--- config.mk ---
export PLATFORM = sky130hd
export DESIGN_NAME = uart_cmd_host
export DESIGN_NICKNAME = d
export VERILOG_FILES = /design/src/rtl/smart_home_cmd_pkg.sv /design/src/rtl/uart_8n1_phy.sv /design/src/rtl/uart_cmd_host.sv
export SDC_FILE = /design/constraint.sdc
export NUM_CORES = 1
export LEC_CHECK = 0
export BUFFER_PORTS_ARGS = -buffer_cell sky130_fd_sc_hd__clkbuf_2
export CAP_MARGIN = 5
export CELL_PAD_IN_SITES_DETAIL_PLACEMENT = 1
export CELL_PAD_IN_SITES_GLOBAL_PLACEMENT = 2
export CORE_UTILIZATION = 40
export DETAILED_ROUTE_END_ITERATION = 10
export HOLD_SLACK_MARGIN = 0.1
export PLACE_DENSITY = 0.82
export SKIP_LAST_GASP = 1
export SYNTH_ARGS = -nofsm -noshare
export SYNTH_HDL_FRONTEND = slang
export SYNTH_SLANG_ARGS = --single-unit
export TNS_END_PERCENT = 5
--- constraint.sdc ---
create_clock -name clk -period 2.6 [get_ports clk]
set_input_delay 0.13 -clock clk [delete_from_list [all_inputs] [get_ports clk]]
set_output_delay 0.13 -clock clk [all_outputs]
set_load 0.02 [all_outputs]
--- src/rtl/smart_home_cmd_pkg.sv ---
// Shared constants for the smart-home UART command link: command bytes,
// expected ACK bytes, status and device codes, and FSM state encodings.
package smart_home_cmd_pkg;

    localparam logic [7:0] CMD_LIGHT_ON  = 8'hF1;
    localparam logic [7:0] CMD_LIGHT_OFF = 8'h6C;
    localparam logic [7:0] CMD_FAN_ON    = 8'hF0;
    localparam logic [7:0] CMD_FAN_OFF   = 8'h66;
    localparam logic [7:0] CMD_ALARM_ON  = 8'h41;
    localparam logic [7:0] CMD_ALARM_OFF = 8'h61;

    localparam logic [7:0] ACK_LIGHT_ON  = 8'h01;
    localparam logic [7:0] ACK_LIGHT_OFF = 8'h04;
    localparam logic [7:0] ACK_FAN_ON    = 8'h02;
    localparam logic [7:0] ACK_FAN_OFF   = 8'h05;
    localparam logic [7:0] ACK_ALARM_ON  = 8'h03;
    localparam logic [7:0] ACK_ALARM_OFF = 8'h06;

    localparam logic [7:0] ERR_UNKNOWN   = 8'hE0;

    localparam logic [1:0] STATUS_OK      = 2'b00;
    localparam logic [1:0] STATUS_NAK     = 2'b01;
    localparam logic [1:0] STATUS_TIMEOUT = 2'b10;
    localparam logic [1:0] STATUS_BAD     = 2'b11;

    localparam logic [1:0] DEV_LIGHT   = 2'd0;
    localparam logic [1:0] DEV_FAN     = 2'd1;
    localparam logic [1:0] DEV_ALARM   = 2'd2;
    localparam logic [1:0] DEV_ILLEGAL = 2'd3;

    typedef enum logic [2:0] {
        ST_IDLE,
        ST_SEND,
        ST_WAIT_ACK,
        ST_CHECK,
        ST_DONE
    } host_state_t;

    typedef enum logic [1:0] {
        RX_HUNT,
        RX_START,
        RX_DATA,
        RX_STOP
    } rx_state_t;

    function automatic logic [7:0] cmd_byte(input logic [1:0] dev, input logic on);
        case (dev)
            DEV_LIGHT: cmd_byte = on ? CMD_LIGHT_ON : CMD_LIGHT_OFF;
            DEV_FAN:   cmd_byte = on ? CMD_FAN_ON   : CMD_FAN_OFF;
            DEV_ALARM: cmd_byte = on ? CMD_ALARM_ON : CMD_ALARM_OFF;
            default:   cmd_byte = 8'h00;
        endcase
    endfunction

    function automatic logic [7:0] ack_expected(input logic [1:0] dev, input logic on);
        case (dev)
            DEV_LIGHT: ack_expected = on ? ACK_LIGHT_ON : ACK_LIGHT_OFF;
            DEV_FAN:   ack_expected = on ? ACK_FAN_ON   : ACK_FAN_OFF;
            DEV_ALARM: ack_expected = on ? ACK_ALARM_ON : ACK_ALARM_OFF;
            default:   ack_expected = 8'h00;
        endcase
    endfunction

endpackage

--- src/rtl/uart_8n1_phy.sv ---
// 8N1 UART physical layer: TX serialiser and RX synchroniser/deserialiser.
// tx is forced idle-high whenever the serialiser is not busy, including in reset.
module uart_8n1_phy
    import smart_home_cmd_pkg::*;
#(
    parameter int TICKS_PER_BIT = 5208
) (
    input  logic       clk,
    input  logic       rst_n,
    input  logic       tx_start,
    input  logic [7:0] tx_byte,
    output logic       tx,
    output logic       tx_done,
    input  logic       rx,
    output logic [7:0] rx_byte,
    output logic       rx_valid
);

    localparam int TW = $clog2(TICKS_PER_BIT + 1);
    localparam logic [TW-1:0] TICK_LAST = TW'(TICKS_PER_BIT - 1);
    localparam logic [TW-1:0] TICK_HALF = TW'(TICKS_PER_BIT / 2 - 1);

    logic          tx_busy;
    logic [9:0]    tx_shift;
    logic [3:0]    tx_bit;
    logic [TW-1:0] tx_tick;

    assign tx      = tx_busy ? tx_shift[0] : 1'b1;
    assign tx_done = tx_busy && (tx_tick == TICK_LAST) && (tx_bit == 4'd9);

    // Serialiser: load start/data/stop on tx_start, shift one bit per bit time.
    always_ff @(posedge clk or negedge rst_n) begin
        if (!rst_n) begin
            tx_busy  <= 1'b0;
            tx_shift <= '1;
            tx_bit   <= '0;
            tx_tick  <= '0;
        end else if (!tx_busy) begin
            if (tx_start) begin
                tx_busy  <= 1'b1;
                tx_shift <= {1'b1, tx_byte, 1'b0};
                tx_bit   <= '0;
                tx_tick  <= '0;
            end
        end else if (tx_tick == TICK_LAST) begin
            tx_tick  <= '0;
            tx_shift <= {1'b1, tx_shift[9:1]};
            if (tx_bit == 4'd9) begin
                tx_busy <= 1'b0;
            end else begin
                tx_bit <= tx_bit + 4'd1;
            end
        end else begin
            tx_tick <= tx_tick + TW'(1);
        end
    end

    logic          rx_meta;
    logic          rx_sync;
    logic          rx_prev;
    rx_state_t     rx_state;
    rx_state_t     rx_next;
    logic [TW-1:0] rx_tick;
    logic [2:0]    rx_bit;
    logic [7:0]    rx_shift;
    logic          rx_fall;

    assign rx_fall = rx_prev & ~rx_sync;

    // Two-flop synchroniser plus one delayed copy for falling-edge detection.
    always_ff @(posedge clk or negedge rst_n) begin
        if (!rst_n) begin
            rx_meta <= 1'b1;
            rx_sync <= 1'b1;
            rx_prev <= 1'b1;
        end else begin
            rx_meta <= rx;
            rx_sync <= rx_meta;
            rx_prev <= rx_sync;
        end
    end

    // RX state register.
    always_ff @(posedge clk or negedge rst_n) begin
        if (!rst_n) begin
            rx_state <= RX_HUNT;
        end else begin
            rx_state <= rx_next;
        end
    end

    // RX next state: half-bit start check, eight centre samples, then stop sample.
    always_comb begin
        rx_next = rx_state;
        case (rx_state)
            RX_HUNT:  if (rx_fall) rx_next = RX_START;
            RX_START: if (rx_tick == TICK_HALF) rx_next = rx_sync ? RX_HUNT : RX_DATA;
            RX_DATA:  if (rx_tick == TICK_LAST && rx_bit == 3'd7) rx_next = RX_STOP;
            RX_STOP:  if (rx_tick == TICK_LAST) rx_next = RX_HUNT;
            default:  rx_next = RX_HUNT;
        endcase
    end

    // RX datapath: tick counter, data shift register and the byte-valid pulse.
    always_ff @(posedge clk or negedge rst_n) begin
        if (!rst_n) begin
            rx_tick  <= '0;
            rx_bit   <= '0;
            rx_shift <= '0;
            rx_byte  <= '0;
            rx_valid <= 1'b0;
        end else begin
            rx_valid <= 1'b0;
            if (rx_state == RX_HUNT || rx_state != rx_next || rx_tick == TICK_LAST) begin
                rx_tick <= '0;
            end else begin
                rx_tick <= rx_tick + TW'(1);
            end
            if (rx_state == RX_START) begin
                rx_bit <= '0;
            end
            if (rx_state == RX_DATA && rx_tick == TICK_LAST) begin
                rx_shift <= {rx_sync, rx_shift[7:1]};
                rx_bit   <= rx_bit + 3'd1;
            end
            if (rx_state == RX_STOP && rx_tick == TICK_LAST && rx_sync) begin
                rx_valid <= 1'b1;
                rx_byte  <= rx_shift;
            end
        end
    end

endmodule

--- src/rtl/uart_cmd_host.sv ---
// Host-side command initiator: sends one command byte per request, waits for
// the device ACK, classifies it and mirrors light/fan/alarm state.
// Optional macro CMD_RETRY_EN: resend the same byte on TIMEOUT or BAD ACK,
// up to MAX_RETRY extra attempts (NAK is final).
module uart_cmd_host
    import smart_home_cmd_pkg::*;
#(
    parameter int CLOCK_FREQ       = 50000000,
    parameter int BAUD_RATE        = 9600,
    parameter int ACK_TIMEOUT_BITS = 40,
    parameter int MAX_RETRY        = 2
) (
    input  logic       clk,
    input  logic       rst_n,
    input  logic       req_valid,
    output logic       req_ready,
    input  logic [1:0] req_dev,
    input  logic       req_on,
    output logic       tx,
    input  logic       rx,
    output logic       busy,
    output logic       done,
    output logic [1:0] status,
    output logic [7:0] ack_byte,
    output logic       light_state,
    output logic       fan_state,
    output logic       alarm_state
);

    localparam int TICKS_PER_BIT = CLOCK_FREQ / BAUD_RATE;
    localparam int TMO_CLKS      = ACK_TIMEOUT_BITS * TICKS_PER_BIT;
    localparam int TMO_W         = $clog2(TMO_CLKS + 1);
    localparam logic [TMO_W-1:0] TMO_LAST = TMO_W'(TMO_CLKS - 1);
    localparam int RETRY_W       = (MAX_RETRY > 0) ? $clog2(MAX_RETRY + 1) : 1;
    localparam logic [RETRY_W-1:0] RETRY_LIMIT = RETRY_W'(MAX_RETRY);
`ifdef CMD_RETRY_EN
    localparam bit RETRY_ENABLED = 1'b1;
`else
    localparam bit RETRY_ENABLED = 1'b0;
`endif

    host_state_t        state;
    host_state_t        next_state;
    logic [7:0]         cmd_q;
    logic [7:0]         exp_q;
    logic [1:0]         dev_q;
    logic               on_q;
    logic [7:0]         ack_rx_q;
    logic [TMO_W-1:0]   tmo_cnt;
    logic [RETRY_W-1:0] retry_cnt;

    logic       tx_start;
    logic [7:0] phy_tx_byte;
    logic       tx_done;
    logic [7:0] rx_byte;
    logic       rx_valid;
    logic       finish;
    logic [1:0] finish_status;
    logic       take_ack;
    logic       mirror_update;
    logic       retry;
    logic       can_retry;

    assign req_ready   = (state == ST_IDLE);
    assign busy        = ~req_ready;
    assign done        = (state == ST_DONE);
    assign can_retry   = RETRY_ENABLED && (retry_cnt < RETRY_LIMIT);
    assign phy_tx_byte = (state == ST_IDLE) ? cmd_byte(req_dev, req_on) : cmd_q;

    uart_8n1_phy #(
        .TICKS_PER_BIT(TICKS_PER_BIT)
    ) u_phy (
        .clk      (clk),
        .rst_n    (rst_n),
        .tx_start (tx_start),
        .tx_byte  (phy_tx_byte),
        .tx       (tx),
        .tx_done  (tx_done),
        .rx       (rx),
        .rx_byte  (rx_byte),
        .rx_valid (rx_valid)
    );

    // Transaction FSM state register.
    always_ff @(posedge clk or negedge rst_n) begin
        if (!rst_n) begin
            state <= ST_IDLE;
        end else begin
            state <= next_state;
        end
    end

    // Next state, frame launch and final status selection.
    always_comb begin
        next_state    = state;
        tx_start      = 1'b0;
        finish        = 1'b0;
        finish_status = STATUS_OK;
        take_ack      = 1'b0;
        mirror_update = 1'b0;
        retry         = 1'b0;
        case (state)
            ST_IDLE: begin
                if (req_valid) begin
                    if (req_dev == DEV_ILLEGAL) begin
                        next_state    = ST_DONE;
                        finish        = 1'b1;
                        finish_status = STATUS_BAD;
                    end else begin
                        next_state = ST_SEND;
                        tx_start   = 1'b1;
                    end
                end
            end
            ST_SEND: begin
                if (tx_done) next_state = ST_WAIT_ACK;
            end
            ST_WAIT_ACK: begin
                if (rx_valid) begin
                    next_state = ST_CHECK;
                end else if (tmo_cnt == TMO_LAST) begin
                    if (can_retry) begin
                        next_state = ST_SEND;
                        tx_start   = 1'b1;
                        retry      = 1'b1;
                    end else begin
                        next_state    = ST_DONE;
                        finish        = 1'b1;
                        finish_status = STATUS_TIMEOUT;
                    end
                end
            end
            ST_CHECK: begin
                if (ack_rx_q == exp_q) begin
                    next_state    = ST_DONE;
                    finish        = 1'b1;
                    finish_status = STATUS_OK;
                    take_ack      = 1'b1;
                    mirror_update = 1'b1;
                end else if (ack_rx_q == ERR_UNKNOWN) begin
                    next_state    = ST_DONE;
                    finish        = 1'b1;
                    finish_status = STATUS_NAK;
                    take_ack      = 1'b1;
                end else if (can_retry) begin
                    next_state = ST_SEND;
                    tx_start   = 1'b1;
                    retry      = 1'b1;
                end else begin
                    next_state    = ST_DONE;
                    finish        = 1'b1;
                    finish_status = STATUS_BAD;
                    take_ack      = 1'b1;
                end
            end
            ST_DONE: begin
                next_state = ST_IDLE;
            end
            default: begin
                next_state = ST_IDLE;
            end
        endcase
    end

    // Request latch, received ACK capture, reported status and device mirror.
    always_ff @(posedge clk or negedge rst_n) begin
        if (!rst_n) begin
            cmd_q       <= '0;
            exp_q       <= '0;
            dev_q       <= '0;
            on_q        <= 1'b0;
            ack_rx_q    <= '0;
            status      <= STATUS_OK;
            ack_byte    <= '0;
            light_state <= 1'b0;
            fan_state   <= 1'b0;
            alarm_state <= 1'b0;
        end else begin
            if (state == ST_IDLE && req_valid) begin
                dev_q <= req_dev;
                on_q  <= req_on;
                cmd_q <= cmd_byte(req_dev, req_on);
                exp_q <= ack_expected(req_dev, req_on);
            end
            if (state == ST_WAIT_ACK && rx_valid) begin
                ack_rx_q <= rx_byte;
            end
            if (finish) begin
                status <= finish_status;
            end
            if (take_ack) begin
                ack_byte <= ack_rx_q;
            end
            if (mirror_update) begin
                case (dev_q)
                    DEV_LIGHT: light_state <= on_q;
                    DEV_FAN:   fan_state   <= on_q;
                    DEV_ALARM: alarm_state <= on_q;
                    default:   ;
                endcase
            end
        end
    end

    // ACK timeout: runs only in WAIT_ACK, cleared in every other state, never wraps.
    always_ff @(posedge clk or negedge rst_n) begin
        if (!rst_n) begin
            tmo_cnt <= '0;
        end else if (state != ST_WAIT_ACK) begin
            tmo_cnt <= '0;
        end else if (tmo_cnt != TMO_LAST) begin
            tmo_cnt <= tmo_cnt + TMO_W'(1);
        end
    end

    // Resend counter, cleared while idle so each request starts fresh.
    always_ff @(posedge clk or negedge rst_n) begin
        if (!rst_n) begin
            retry_cnt <= '0;
        end else if (state == ST_IDLE) begin
            retry_cnt <= '0;
        end else if (retry) begin
            retry_cnt <= retry_cnt + RETRY_W'(1);
        end
    end

endmodule

Yosys cells after proc, flatten, opt, wreduce, memory -nomap -nowiden
Cells that the tools add are included.
- word-level logic and storage cells: 144
- input bits: 7
- output and inout port bits: 17
- bits in registers: 127
- reduce and logical (&&, ||, !) cells: 23
- equality and inequality tests: 28
- add/subtract/negate cells: 5
- multiplexer cells: 60
- bitwise logic cells: 3
- operator list (kind ; count):
    13-bit 2-to-1 mux ; 4
    18-bit 2-to-1 mux ; 2
    10-bit 2-to-1 mux ; 3
    3-bit 2-to-1 mux ; 10
    13-bit by 1-bit adder with 13-bit output (second input constant) ; 2
    13-bit == test (second input constant) ; 2
    8-bit 2-to-1 mux ; 3
    8-bit one-hot mux with 3 select lines ; 1
    2-bit 2-to-1 mux ; 11
    18-bit by 1-bit adder with 18-bit output (second input constant) ; 1
    18-bit == test (second input constant) ; 1
    18-bit != test (second input constant) ; 1
    1-bit 2-to-1 mux ; 16
    4-bit 2-to-1 mux ; 4
    13-bit by 12-bit == test with 1-bit output (second input constant) ; 1
    3-bit one-hot mux with 4 select lines ; 1
    2-bit == test (second input constant) ; 5
    3-bit one-hot mux with 3 select lines ; 1
    8-bit == test ; 1
    8-bit == test (second input constant) ; 1
    1-bit logical AND ; 8
    2-bit != test (second input constant) ; 4
    2-bit one-hot mux with 4 select lines ; 1
    2-bit AND reduction ; 4
    19 further kinds ; 31

Logic depth before layout (Yosys ltp)
- word-level depth: 8
- depth in mapped cells: 8
- gate-level depth less buffers: 6

By module
A second synthesis with hierarchy kept.
- cells, all modules: 550
- area total of the unflattened synthesis: 5950.7 um^2
- modules (own cells, without submodules) (module ; cells each ; area an instance (um^2) ; times used ; sequential area each (um^2)):
    uart_8n1_phy ; 293 ; 3208.1 ; 1 ; 1641.6
    uart_cmd_host ; 257 ; 2742.6 ; 1 ; 1376.3

Worst setup path after synthesis
No wires, ideal clock.
- path type: flip-flop to flip-flop
- start: register u_phy.tx_tick[3]
- end: register u_phy.tx_shift[4]
- setup time: 0.085 ns
- arrival: 1.898 ns
- period minus slack after synthesis: 1.982 ns
- required time: 2.515 ns
- path slack: 0.618 ns
- path buffers: 1
- cell stages (with the launch flop): 6
- cell sequence: dfrtp_1 -> or4b_4 -> nor3_4 -> mux2_4 -> buf_8 -> mux2_1
- word-level cells in the longest chain between the ends: 3
- RTL lines (element ; RTL line ; source):
    start, declared ; uart_8n1_phy.sv:26 ; logic [TW-1:0] tx_tick;
    start signal, assigned ; uart_8n1_phy.sv:54 ; tx_tick <= tx_tick + TW'(1);
    13-bit == test ; uart_8n1_phy.sv:45 ; end else if (tx_tick == TICK_LAST) begin
    2-bit != test (no source line) ; -- ;
    2-bit AND reduction (no source line) ; -- ;
    end signal, assigned ; uart_8n1_phy.sv:41 ; tx_shift <= {1'b1, tx_byte, 1'b0};
    end signal, assigned ; uart_8n1_phy.sv:47 ; tx_shift <= {1'b1, tx_shift[9:1]};
    end, declared ; uart_8n1_phy.sv:24 ; logic [9:0] tx_shift;
No other way between the ends.
A chain may end at the register's enable or synchronous reset.

Worst setup path in the final report
- start: register u_phy.rx_tick[0]
- end: register u_phy.rx_shift[6]
- word-level cells in the longest chain between the ends: 2
- RTL lines (element ; RTL line ; source):
    start, declared ; uart_8n1_phy.sv:63 ; logic [TW-1:0] rx_tick;
    start signal, assigned ; uart_8n1_phy.sv:117 ; rx_tick <= rx_tick + TW'(1);
    13-bit == test ; uart_8n1_phy.sv:122 ; if (rx_state == RX_DATA && rx_tick == TICK_LAST) begin
    1-bit logical AND ; uart_8n1_phy.sv:122 ;
    end signal, assigned ; uart_8n1_phy.sv:123 ; rx_shift <= {rx_sync, rx_shift[7:1]};
    end, declared ; uart_8n1_phy.sv:65 ; logic [7:0] rx_shift;
No other way between the ends.

==> results.py <==
metrics = {
    "run_status": {
        "status": "completed",
    },
    "critical_path": {
        "crit_chain": "ha_1, nor4bb_1, nand4_1, nor2_1, mux2_2",
        "critPathArrivalTime_ns": 2.65,
        "reg2reg_depth": 5,
        "critPathBufInv": 0,
        "cp_slowest_cell": "nor2_1",
        "r2r_start": "u_phy.rx_tick[0]$_DFF_PN0_",
        "cp-end-kind": "flip-flop",
        "rrSetupSlack_ns": 0.27,
        "crit_type": "reg -> reg",
        "cp.depth": 5,
        "cp-start-kind": "flip-flop",
        "path_delay_family": "simple AND/OR/NAND/NOR gates",
        "cp_max_fo": 8,
        "critPathRequiredTime_ns": 2.91,
        "cpPeakStageDelay_ns": 0.57,
        "r2r-end": "u_phy.rx_shift[6]$_DFFE_PN0P_",
    },
    "route": {
        "ant_nets": 0,
        "detail_route.vias_per_cell": 5.35,
        "vias": 4183,
        "dr.pass1.iters": 4,
        "wl_per_cell_um": 16.3,
        "wl_um": 12800,
        "drc": 0,
        "drtIter0Drc": 203,
    },
    "clocking": {
        "cts_buffer_depth": 2,
        "cts_max_level": 4,
        "clkTransAtPathRegs_ns": 0.06,
        "cts_tree": "yes",
        "root_buffer": "clkbuf_16",
        "clock_latency_ns": 0.43,
        "numCtsBuffers": 17,
        "cts.sinks": 120,
    },
    "floorplanning": {
        "core_mm2": 0.0138,
        "initial_utilization_pct": 40.9,
        "die_w_um": 121,
        "rows": 43,
        "die_h_um": 121,
        "dieArea_mm2": 0.0146,
        "ios": 24,
    },
    "logic_synthesis": {
        "synth_nets": 567,
        "async_flop_share_pct": 100,
        "synth-edff-count": 0,
        "synth_top_flop_cell": "dfrtp_1",
        "synth_seq_cells": 120,
        "synth-seq-area-share_pct": 53.3,
        "syn_area_per_cell_um2": 10.2,
        "synth_area_mm2": 0.00566,
        "yosys.cell_types.count": 56,
        "synthCells": 553,
        "yosysWarnings": 0,
    },
    "placed_design": {
        "port_buffers": 23,
        "dp_hpwl_um": 8770,
        "gp_congestion": 0.715,
    },
    "global_routing": {
        "antenna_found_initial": 0,
        "grt_pass1_vias": 4474,
        "grt_pass1_wl_um": 22300,
        "overflow": 0,
        "grt_use_total_pct": 19.8,
        "grt_max_degree": 54,
    },
    "sta": {
        "period_needed_ns": 2.33,
        "setup_viol": 0,
        "fin_hold_ws_ns": 0.202,
        "clock_skew_ns": 0.00974,
        "fmax_mhz": 428,
        "hold_viol_final": 0,
        "finalCritPeriodShare_pct": 89.8,
        "fin_setup_tns_ns": 0,
        "slew_violations": 0,
        "slew_headroom_pct": 31.3,
        "tightest_slew_ns": 1.03,
        "rsz0062_at_grt": "no",
    },
    "layout": {
        "drive_above_1_share_pct": 19.9,
        "diodes": 0,
        "nNetsFinal": 603,
        "syn_to_final_growth_pct": 16.8,
        "fill_cells": 1529,
    },
    "flow_run": {
        "max_cap_violations": 0,
    },
    "pwr": {
        "powerDensity_mw_per_mm2": 701,
        "p_leak_nw": 2.99,
        "peakVddDrop_mv": 0.537,
        "total_power_w": 0.00463,
    },
    "hold_path": {
        "hp-class": "in -> async",
    },
}
-- metal layers --
metal	GRT usage, %	up-vias	routed length [um]
li1	-	2011	-
met1	24.7	2110	5900
met2	32.3	46	6360
met3	6.02	16	327
met4	7.48	0	189
met5	0	-	0
-- area by class of cell --
type | instances | area, um2 | area share [%]
inverter | 12 | 45.0 | 0.681
tap | 180 | 225 | 3.41
timing repair buffer | 40 | 275 | 4.16
sequential | 120 | 3020 | 45.7
clock buffer | 20 | 457 | 6.91
clock inverter | 12 | 97.6 | 1.48
multi-input combinational | 398 | 2490 | 37.7
-- worst max path at each step --
stage                                       from                       endpoint
global placement      u_phy.rx_tick[0]$_DFF_PN0_  u_phy.rx_shift[3]$_DFFE_PN0P_
detailed placement    u_phy.rx_tick[0]$_DFF_PN0_  u_phy.rx_shift[2]$_DFFE_PN0P_
global route          u_phy.rx_tick[0]$_DFF_PN0_  u_phy.rx_shift[2]$_DFFE_PN0P_
finish                u_phy.rx_tick[0]$_DFF_PN0_  u_phy.rx_shift[6]$_DFFE_PN0P_
CTS                   u_phy.rx_tick[0]$_DFF_PN0_  u_phy.rx_shift[6]$_DFFE_PN0P_
floorplan           u_phy.tx_tick[3]$_DFFE_PN0P_  u_phy.tx_shift[4]$_DFFE_PN1P_
-- layout by cell type, fill, tap and decap left out, drive strengths merged, types with 10 or more instances in the layout --
cell type,n
nand4,10
nand2,74
dfrtp,108
nand3,13
and3,12
xor2,11
o21ai,37
a31oi,11
nor2,65
xnor2,20
a21oi,16
clkbuf,42
dfstp,12
buf,11
mux2,35
inv,13
-- report_power, final --
| group | total [W] | switching [W] | internal (W) | leakage [nW] |
|---|---|---|---|---|
| clock | 0.00217 | 0.000892 | 0.00127 | 0.263 |
| combinational | 0.000341 | 0.000185 | 0.000155 | 1.16 |
| sequential | 0.00213 | 0.000137 | 0.00199 | 1.57 |
-- cells in the mapped netlist, drive strengths merged (4+ instances only) --
| cell type | n | area, um2 |
|---|---|---|
| nand2 | 74 | 280 |
| ha | 7 | 87.6 |
| dfrtp | 108 | 2700 |
| a21oi | 16 | 80.1 |
| nand4 | 10 | 62.6 |
| nor4 | 8 | 56.3 |
| clkbuf | 18 | 67.6 |
| a22o | 7 | 61.3 |
| nor4bb | 5 | 50.1 |
| o21ai | 37 | 185 |
| nand2b | 4 | 25.0 |
| xor2 | 11 | 96.3 |
| buf | 5 | 35.0 |
| mux2 | 35 | 398 |
| and3 | 12 | 75.1 |
| or2 | 4 | 25.0 |
| xnor2 | 20 | 175 |
| nor2 | 65 | 244 |
| nor3 | 8 | 51.3 |
| inv | 12 | 45.0 |
| and2 | 6 | 37.5 |
| dfstp | 12 | 315 |
| or3 | 6 | 37.5 |
| nand3 | 13 | 65.1 |
| a31oi | 11 | 68.8 |
-- metrics by stage --
stage	area (um2)	util (%)	std cells	setup slack (ns)
after CTS	6610	47.8	782	0.307
after global routing	6610	47.8	782	0.183
after detailed placement	5990	43.3	743	0.355
after global placement	5990	43.3	743	0.473
final	6610	47.8	782	0.266
after floorplan	5660	-	553	0.618
-- cell families after synthesis --
| group | count (synthesis) | synth area share [%] |
|---|---|---|
| compound gates | 89 | 9.51 |
| xor+xnor | 31 | 4.80 |
| fa+ha+maj | 7 | 1.55 |
| buf+inv | 35 | 2.61 |
| flops | 120 | 53.3 |
| mux | 36 | 7.21 |
| simple gates | 235 | 21.0 |
-- timing repair --
| item | 4_1_cts | 5_1_grt |
|---|---|---|
| hold endpoints to repair | 42 | 0 |
| buffers inserted | 0 | 0 |
| endpoints found under the setup margin | 0 | 0 |
| hold buffers | 7 | 0 |
| resized for setup | 0 | 0 |
-- sequential cells by signal, summed over array words and instances, names as in the netlist, 4 cells and up --
name,flops
tmo_cnt,18
u_phy.rx_tick,13
u_phy.tx_tick,13
u_phy.tx_shift,9
ack_byte,8
ack_rx_q,8
u_phy.rx_byte,8
u_phy.rx_shift,8
cmd_q,7
u_phy.tx_bit,4
Note: power is estimated with default switching activity, not from simulation.
